`config.mk`:
```
export PLATFORM = sky130hd
export DESIGN_NAME = piso_serializer
export DESIGN_NICKNAME = d
export VERILOG_FILES = /design/src/rtl/piso_serializer.sv
export SDC_FILE = /design/constraint.sdc
export NUM_CORES = 1
export LEC_CHECK = 0
export ABC_CLOCK_PERIOD_IN_PS = 2300
export BUFFER_PORTS_ARGS = -buffer_cell sky130_fd_sc_hd__buf_2
export CORE_MARGIN = 3
export CORE_UTILIZATION = 55
export CTS_BUF_LIST = sky130_fd_sc_hd__clkbuf_2 sky130_fd_sc_hd__clkbuf_4 sky130_fd_sc_hd__clkbuf_8
export DETAILED_ROUTE_END_ITERATION = 16
export GPL_TIMING_DRIVEN = 0
export PLACE_DENSITY = 0.83
export SYNTH_ARGS = -nofsm -noshare
export SYNTH_HDL_FRONTEND = slang
export SYNTH_SLANG_ARGS = --single-unit
```
`constraint.sdc`:
```
create_clock -name clk -period 2.3 [get_ports clk]
set_input_delay 0.23 -clock clk [delete_from_list [all_inputs] [get_ports clk]]
set_output_delay 0.23 -clock clk [all_outputs]
set_load 0.1 [all_outputs]
```
`src/rtl/piso_serializer.sv`:
```
// -----------------------------------------------------------------------------
// piso_serializer
//   Parallel-in serial-out stage. Takes a WIDTH-bit word over a valid/ready
//   handshake and shifts it out one bit per clock on ser_out. ser_en marks the
//   data-bit cycles so a downstream deserializer can rebuild the word in order.
//   Back-to-back frames run with no gap: a new word can be accepted during the
//   final cycle of the current frame.
//
// Optional feature (compile-time macro):
//   PARITY_BIT_EN : append one even-parity cycle after the data bits
//                   (ser_en=0, par_vld=1). Undefined: data bits only and
//                   par_vld is tied low.
//
// Parameters:
//   WIDTH     : data word width, >= 2
//   MSB_FIRST : 0 = bit 0 first, 1 = bit WIDTH-1 first
//
// Ports:
//   clk        : clock, all state on posedge
//   rst        : synchronous reset, active-high
//   din        : parallel word, captured on an accepting edge
//   din_valid  : upstream word available
//   din_ready  : block can accept this cycle
//   ser_out    : registered serial bit
//   ser_en     : registered, high on data-bit cycles
//   par_vld    : registered, high on the parity cycle
//   word_done  : registered, one-cycle pulse on the last cycle of a frame
//   busy       : registered, high while a frame is on the wire
// -----------------------------------------------------------------------------
module piso_serializer #(
    parameter int WIDTH     = 10,
    parameter bit MSB_FIRST = 1'b0
) (
    input  logic             clk,
    input  logic             rst,
    input  logic [WIDTH-1:0] din,
    input  logic             din_valid,
    output logic             din_ready,
    output logic             ser_out,
    output logic             ser_en,
    output logic             par_vld,
    output logic             word_done,
    output logic             busy
);

    localparam int             CW   = $clog2(WIDTH);
    localparam logic [CW-1:0]  LAST = CW'(WIDTH - 1);

`ifdef PARITY_BIT_EN
    typedef enum logic [1:0] {S_IDLE = 2'd0, S_SHIFT = 2'd1, S_PARITY = 2'd2} state_e;
`else
    typedef enum logic [1:0] {S_IDLE = 2'd0, S_SHIFT = 2'd1} state_e;
`endif

    state_e           state_q, state_d;
    logic [CW-1:0]    cnt_q, cnt_d;       // index of the bit currently on ser_out
    logic [WIDTH-1:0] word_q, word_d;     // frame word, frozen at acceptance
    logic             ser_out_q, ser_out_d;
    logic             ser_en_q, ser_en_d;
    logic             par_vld_q, par_vld_d;
    logic             done_q, done_d;
    logic             busy_q, busy_d;
    logic             accept;

    // Map transmit order k to the word bit index.
    function automatic logic pick(input logic [WIDTH-1:0] w, input logic [CW-1:0] k);
        if (MSB_FIRST) return w[LAST - k];
        else           return w[k];
    endfunction

    // ---------------- state register ----------------
    always_ff @(posedge clk) begin
        if (rst) begin
            state_q   <= S_IDLE;
            cnt_q     <= '0;
            word_q    <= '0;
            ser_out_q <= 1'b0;
            ser_en_q  <= 1'b0;
            par_vld_q <= 1'b0;
            done_q    <= 1'b0;
            busy_q    <= 1'b0;
        end else begin
            state_q   <= state_d;
            cnt_q     <= cnt_d;
            word_q    <= word_d;
            ser_out_q <= ser_out_d;
            ser_en_q  <= ser_en_d;
            par_vld_q <= par_vld_d;
            done_q    <= done_d;
            busy_q    <= busy_d;
        end
    end

    // ---------------- next-state logic ----------------
    // Output flops are loaded one edge ahead, so the value computed here is
    // what appears on the pins during the following cycle.
    always_comb begin
        state_d   = state_q;
        cnt_d     = cnt_q;
        word_d    = word_q;
        ser_out_d = 1'b0;
        ser_en_d  = 1'b0;
        par_vld_d = 1'b0;
        done_d    = 1'b0;
        busy_d    = 1'b0;

        case (state_q)
            S_IDLE: begin
                if (accept) begin
                    state_d   = S_SHIFT;
                    word_d    = din;
                    cnt_d     = '0;
                    ser_out_d = pick(din, '0);
                    ser_en_d  = 1'b1;
                    busy_d    = 1'b1;
                end
            end

            S_SHIFT: begin
                if (cnt_q != LAST) begin
                    cnt_d     = cnt_q + 1'b1;
                    ser_out_d = pick(word_q, cnt_q + 1'b1);
                    ser_en_d  = 1'b1;
                    busy_d    = 1'b1;
`ifndef PARITY_BIT_EN
                    done_d    = (cnt_q + 1'b1 == LAST);
`endif
                end else begin
`ifdef PARITY_BIT_EN
                    state_d   = S_PARITY;
                    ser_out_d = ^word_q;
                    par_vld_d = 1'b1;
                    done_d    = 1'b1;
                    busy_d    = 1'b1;
`else
                    // Last data bit on the wire: chain straight into the next word.
                    if (accept) begin
                        word_d    = din;
                        cnt_d     = '0;
                        ser_out_d = pick(din, '0);
                        ser_en_d  = 1'b1;
                        busy_d    = 1'b1;
                    end else begin
                        state_d = S_IDLE;
                    end
`endif
                end
            end

`ifdef PARITY_BIT_EN
            S_PARITY: begin
                if (accept) begin
                    state_d   = S_SHIFT;
                    word_d    = din;
                    cnt_d     = '0;
                    ser_out_d = pick(din, '0);
                    ser_en_d  = 1'b1;
                    busy_d    = 1'b1;
                end else begin
                    state_d = S_IDLE;
                end
            end
`endif

            default: state_d = S_IDLE;
        endcase
    end

    // ---------------- output logic ----------------
    always_comb begin
        din_ready = 1'b0;
        if (!rst) begin
            case (state_q)
                S_IDLE:   din_ready = 1'b1;
`ifdef PARITY_BIT_EN
                S_PARITY: din_ready = 1'b1;
                S_SHIFT:  din_ready = 1'b0;
`else
                S_SHIFT:  din_ready = (cnt_q == LAST);
`endif
                default:  din_ready = 1'b0;
            endcase
        end
    end

    assign accept    = din_valid & din_ready;
    assign ser_out   = ser_out_q;
    assign ser_en    = ser_en_q;
    assign par_vld   = par_vld_q;
    assign word_done = done_q;
    assign busy      = busy_q;

endmodule
```
Yosys cells after proc, flatten, opt, wreduce, memory -nomap -nowiden
Cells that the tools add are included.
{ "word_totals": {"reg_bits": 19, "in_bits": 13, "out_inout_bits": 6, "elab_cells": 43} }
{ "classes": {"n_addsub": 1, "order_cmp": 1, "eq_ne": 7, "n_mux": 20, "bitwise_logic": 3, "reduce_logical": 5} }
{ "op_table": {"columns": ["cell", "n"], "rows": [
  ["2-to-1 mux 10 bit", 2],
  ["case mux 10 bit (2 select lines)", 1],
  ["== test 4 bit (second input constant)", 2],
  ["2-to-1 mux 4 bit", 2],
  ["case mux 4 bit (2 select lines)", 1],
  ["2-to-1 mux 1 bit", 6],
  ["2-to-1 mux 2 bit", 3],
  ["!= test 2 bit (second input constant)", 3],
  ["case mux 1 bit (2 select lines)", 3],
  ["less-than comparator 4 x 5 -> 1 bit (second input constant)", 1],
  ["adder 4 x 1 -> 4 bit (second input constant)", 1],
  ["binary-select mux 1 bit (select 4 bit)", 1],
  ["!= test 4 bit (second input constant)", 1],
  ["case mux 2 bit (2 select lines)", 1],
  ["AND reduction 3 bit", 1],
  ["OR reduction 3 bit", 1],
  ["== test 2 x 1 -> 1 bit (second input constant)", 1],
  ["logical NOT 2 bit", 1],
  ["inverter 1 bit", 2],
  ["AND reduction 2 bit", 1],
  ["nonzero test 2 bit", 1],
  ["AND 1 bit", 1]
]} }

Depth between registers and ports, before layout
{ "depth": {"word_depth": 7, "mapped_depth": 8, "ltp_nobuf": 6} }

Worst setup path after synthesis
No wires, ideal clock.
{ "synth_path": {"kind": "reg2out", "from": "register cnt_q[0]", "to": "output din_ready", "arrival_ns": 2.191, "required_ns": 2.070, "slack_ns": -0.121, "path_stages_with_launch": 5, "path_buffers": 0, "cell_sequence": "dfxtp_1 > ha_1 > nand3b_4 > and2_1 > nor2_1"} }
{ "synth_via": {"elab_chain_cells": 3} }
{ "synth_rtl": {"columns": ["element", "line", "source"], "rows": [
  ["start, declared", "56", "logic [CW-1:0] cnt_q, cnt_d;"],
  ["start signal, assigned", "84", "cnt_q <= cnt_d;"],
  ["== test 4 bit", "179", "S_SHIFT: din_ready = (cnt_q == LAST);"],
  ["case mux 1 bit (2 select lines)", "173", "case (state_q)"],
  ["2-to-1 mux 1 bit", "172", "if (!rst) begin"],
  ["end, declared", "38", "output logic din_ready,"]
]} }
No other way between the ends.

Worst setup path in the final report
Same ends and word-level chain as after synthesis.

==> summary.txt <==
# fillers -> 127
Post-synthesis sequential area ratio -> 38.87%
Initial antenna violation count -> 0
Initial core utilization -> 60.15%
RePlAce Congestion -> 0.7796
Synthesized instance count -> 103
Post-synth EDFFs -> 0
Util after Layout -> 69.16%
Post-synthesis compound-gate area fraction -> 17.14%
XOR/XNOR Fraction of Synth Area -> 1.889%
Non-Filler Instances -> 139
Setup TNS -> 0 ns
Reg clk slew, reported paths -> 0.10 ns
Synth Area in Adders -> 4.049%
Worst-path fanout max -> 7
Initial DRT Pass Iterations -> 4
PnR worst setup slack -> 0.2045 ns
Total CTS buffers -> 3
Syn-to-layout area delta -> 14.98%
Clock Skew -> 0.001596 ns
Multi-input gate area -> 496.7 µm²
Die X -> 47.06 µm
R2R Path End -> ser_out
GRT Total Usage -> 19.80%
Clock latency on the worst-skew pair -> 0.29 ns
Met2 wire length -> 873 µm
Largest net degree at the start of global routing -> 11
Nets@finish -> 140
WL final -> 1760 µm
Post-DRT Antenna Nets -> 0
Asr flop ratio synth -> 0%
Max-slew violation count -> 0
Ant. Diodes -> 0
Worst Setup Start Kind -> register
Core area -> 1541 µm²
R2R depth -> 5
Yosys Warn Count -> 0
FMAX -> 477.2 MHz
Clock buffer depth -> 2
Cell count after placement -> 135
Fin. Hold Viols -> 0
Ranking of synthesized cells by area -> dfxtp_1 (39%), nand2b_1 (8.1%), nand2_1 (6.1%)
Via/cell ratio -> 5.496
Hold_buf cts -> 0
Unique masters post-synth -> 31
Status -> finished clean
H-tree lvl count -> 1
Die height -> 47.06 µm
Peak VDD IR -> 0.4298 mV
Worst setup path category -> reg -> out
Final setup viols -> 0
Fraction of layout cells with a size suffix above 1 -> 26.02%
Top sig layer -> met4
Site row count -> 14
Syn nets -> 119
CTS tree -> done
Reg-to-reg slack, setup -> 0.39 ns
Synth Register Bits -> 18
Largest family of logic cells by synthesized area -> simple AND/OR/NAND/NOR gates
WL per Instance -> 12.66 µm
Max-cap violations -> 0
Final Critical Period -> 2.095 ns
Hold EP -> word_q[8]
Mux cell area share after synthesis -> 7.018%
CP Capture Type -> output port
Most common cell in the netlist -> dfxtp_1
Setup Fix Bufs, Post-CTS -> 0
PortBufs -> 16
Vias in the first global route -> 741
FF+latch area -> 360.3 µm²
First-pass GRT wire length -> 3098 µm
Reg-to-Reg Start -> cnt_q[0]
Die area -> 2214 µm²
Synthesized area per cell -> 9.001 µm²
Post-Synth Simple-Gate Area -> 22.81%
TritonCTS Sinks -> 18
GRT overflow -> 0
Initial DRC Count -> 12
Post-CTS sizing -> 0
Synth area leader -> dfxtp_1
Power Total -> 0.6593 mW
# IOs -> 19
WP data required -> 2.07 ns
Hold Path Depth -> 3
WL met3 -> 68 µm
DRC Markers -> 0
Commonest cells in the netlist -> dfxtp_1 (18), nand2_1 (15), nand2b_1 (12)
Post-synthesis cell area -> 927.1 µm²
DP Wirelength -> 1306 µm
Worst slack, placed -> 0.3931 ns
Lkg Pwr -> 0.4699 nW
DR vias -> 764
Period utilisation layout -> 91.11%
Synth Flop Type -> dfxtp_1
Top cell type's share of synthesized area -> 38.87%
PD cells -> 618.5 nW/µm²
Arr. time, crit path -> 1.87 ns
Hold path start -> din[8]
Hold WC Path Type -> in -> reg
M1 WL -> 813 µm
RSZ-0062 raised after global routing -> false
Critical Path Start -> cnt_q[0]
Root Buffer -> clkbuf_4
state kept, by name, summed over array words and instances, names as in the netlist:
signal	cells
word_done	1
ser_out	1
cnt_q	4
word_q	10
busy	1
state_q	1
worst max-delay path by stage:
stage           endpoint  slack (ns)  cells past startpoint
2_1_floorplan  din_ready        0.34                      4
3_3_place_gp     ser_out        0.38                      5
3_5_place_dp     ser_out        0.39                      5
4_1_cts        din_ready        0.19                      5
5_1_grt        din_ready        0.09                      5
6_report       din_ready        0.20                      5
stage by stage:
stage          hold slack, ns  cell area [µm²]
6_report               0.1227             1066
5_1_grt                0.1163             1066
4_1_cts                0.1203             1066
3_5_place_dp           0.4295             1030
3_3_place_gp           0.4233             1030
2_1_floorplan          0.3386            929.6
routing by layer:
layer  global-route usage [%]  up-vias
met4                    4.972        0
met3                    4.598        2
met5                        0        -
met1                    25.00      362
li1                         -      387
met2                    33.88       13
layout make-up:
cell class                 count  area share (%)
multi-input combinational     74           46.60
timing repair buffer          16           7.512
tap                           16           1.878
clock buffer                   4           3.404
inverter                       3           1.056
sequential                    18           33.80
buffer                         8           5.751
cells by family (layout without fill, tap and decap cells):
kind of cell,count (synthesis),count (layout)
other,1,1
buffers and inverters,11,31
and+or+nand+nor,39,39
AOI/OAI and AO/OA,25,25
muxes,4,4
xor gates and xnor gates,2,2
DFF,18,18
adders and majority gates,3,3
critical path, cell delays in order, from the launching register on:
cell	delay [ns]
dfxtp_1	0.48
ha_1	0.25
nand3b_4	0.10
and2_1	0.22
nor2_2	0.09
buf_2	0.43
report_power, final:
part,total [mW],switching (mW),internal [mW]
clock,0.197,0.101,0.0964
combinational,0.123,0.0816,0.0416
sequential,0.339,0.0104,0.329
layout by cell type, fill, tap and decap left out, types with 2 or more instances in the layout:
cell type and n:
ha_1 3, a21oi_1 7, clkbuf_1 2, nand3_1 2
o21ai_0 9, nand2b_1 12, dfxtp_1 18, buf_4 3
buf_2 17, nor2_1 2, and2_1 2, o211ai_1 3
clkbuf_4 3, inv_1 3, mux2i_1 2, nand3b_1 2
nand2_1 15, mux4_2 2
Power figures use the tool's default switching activity.
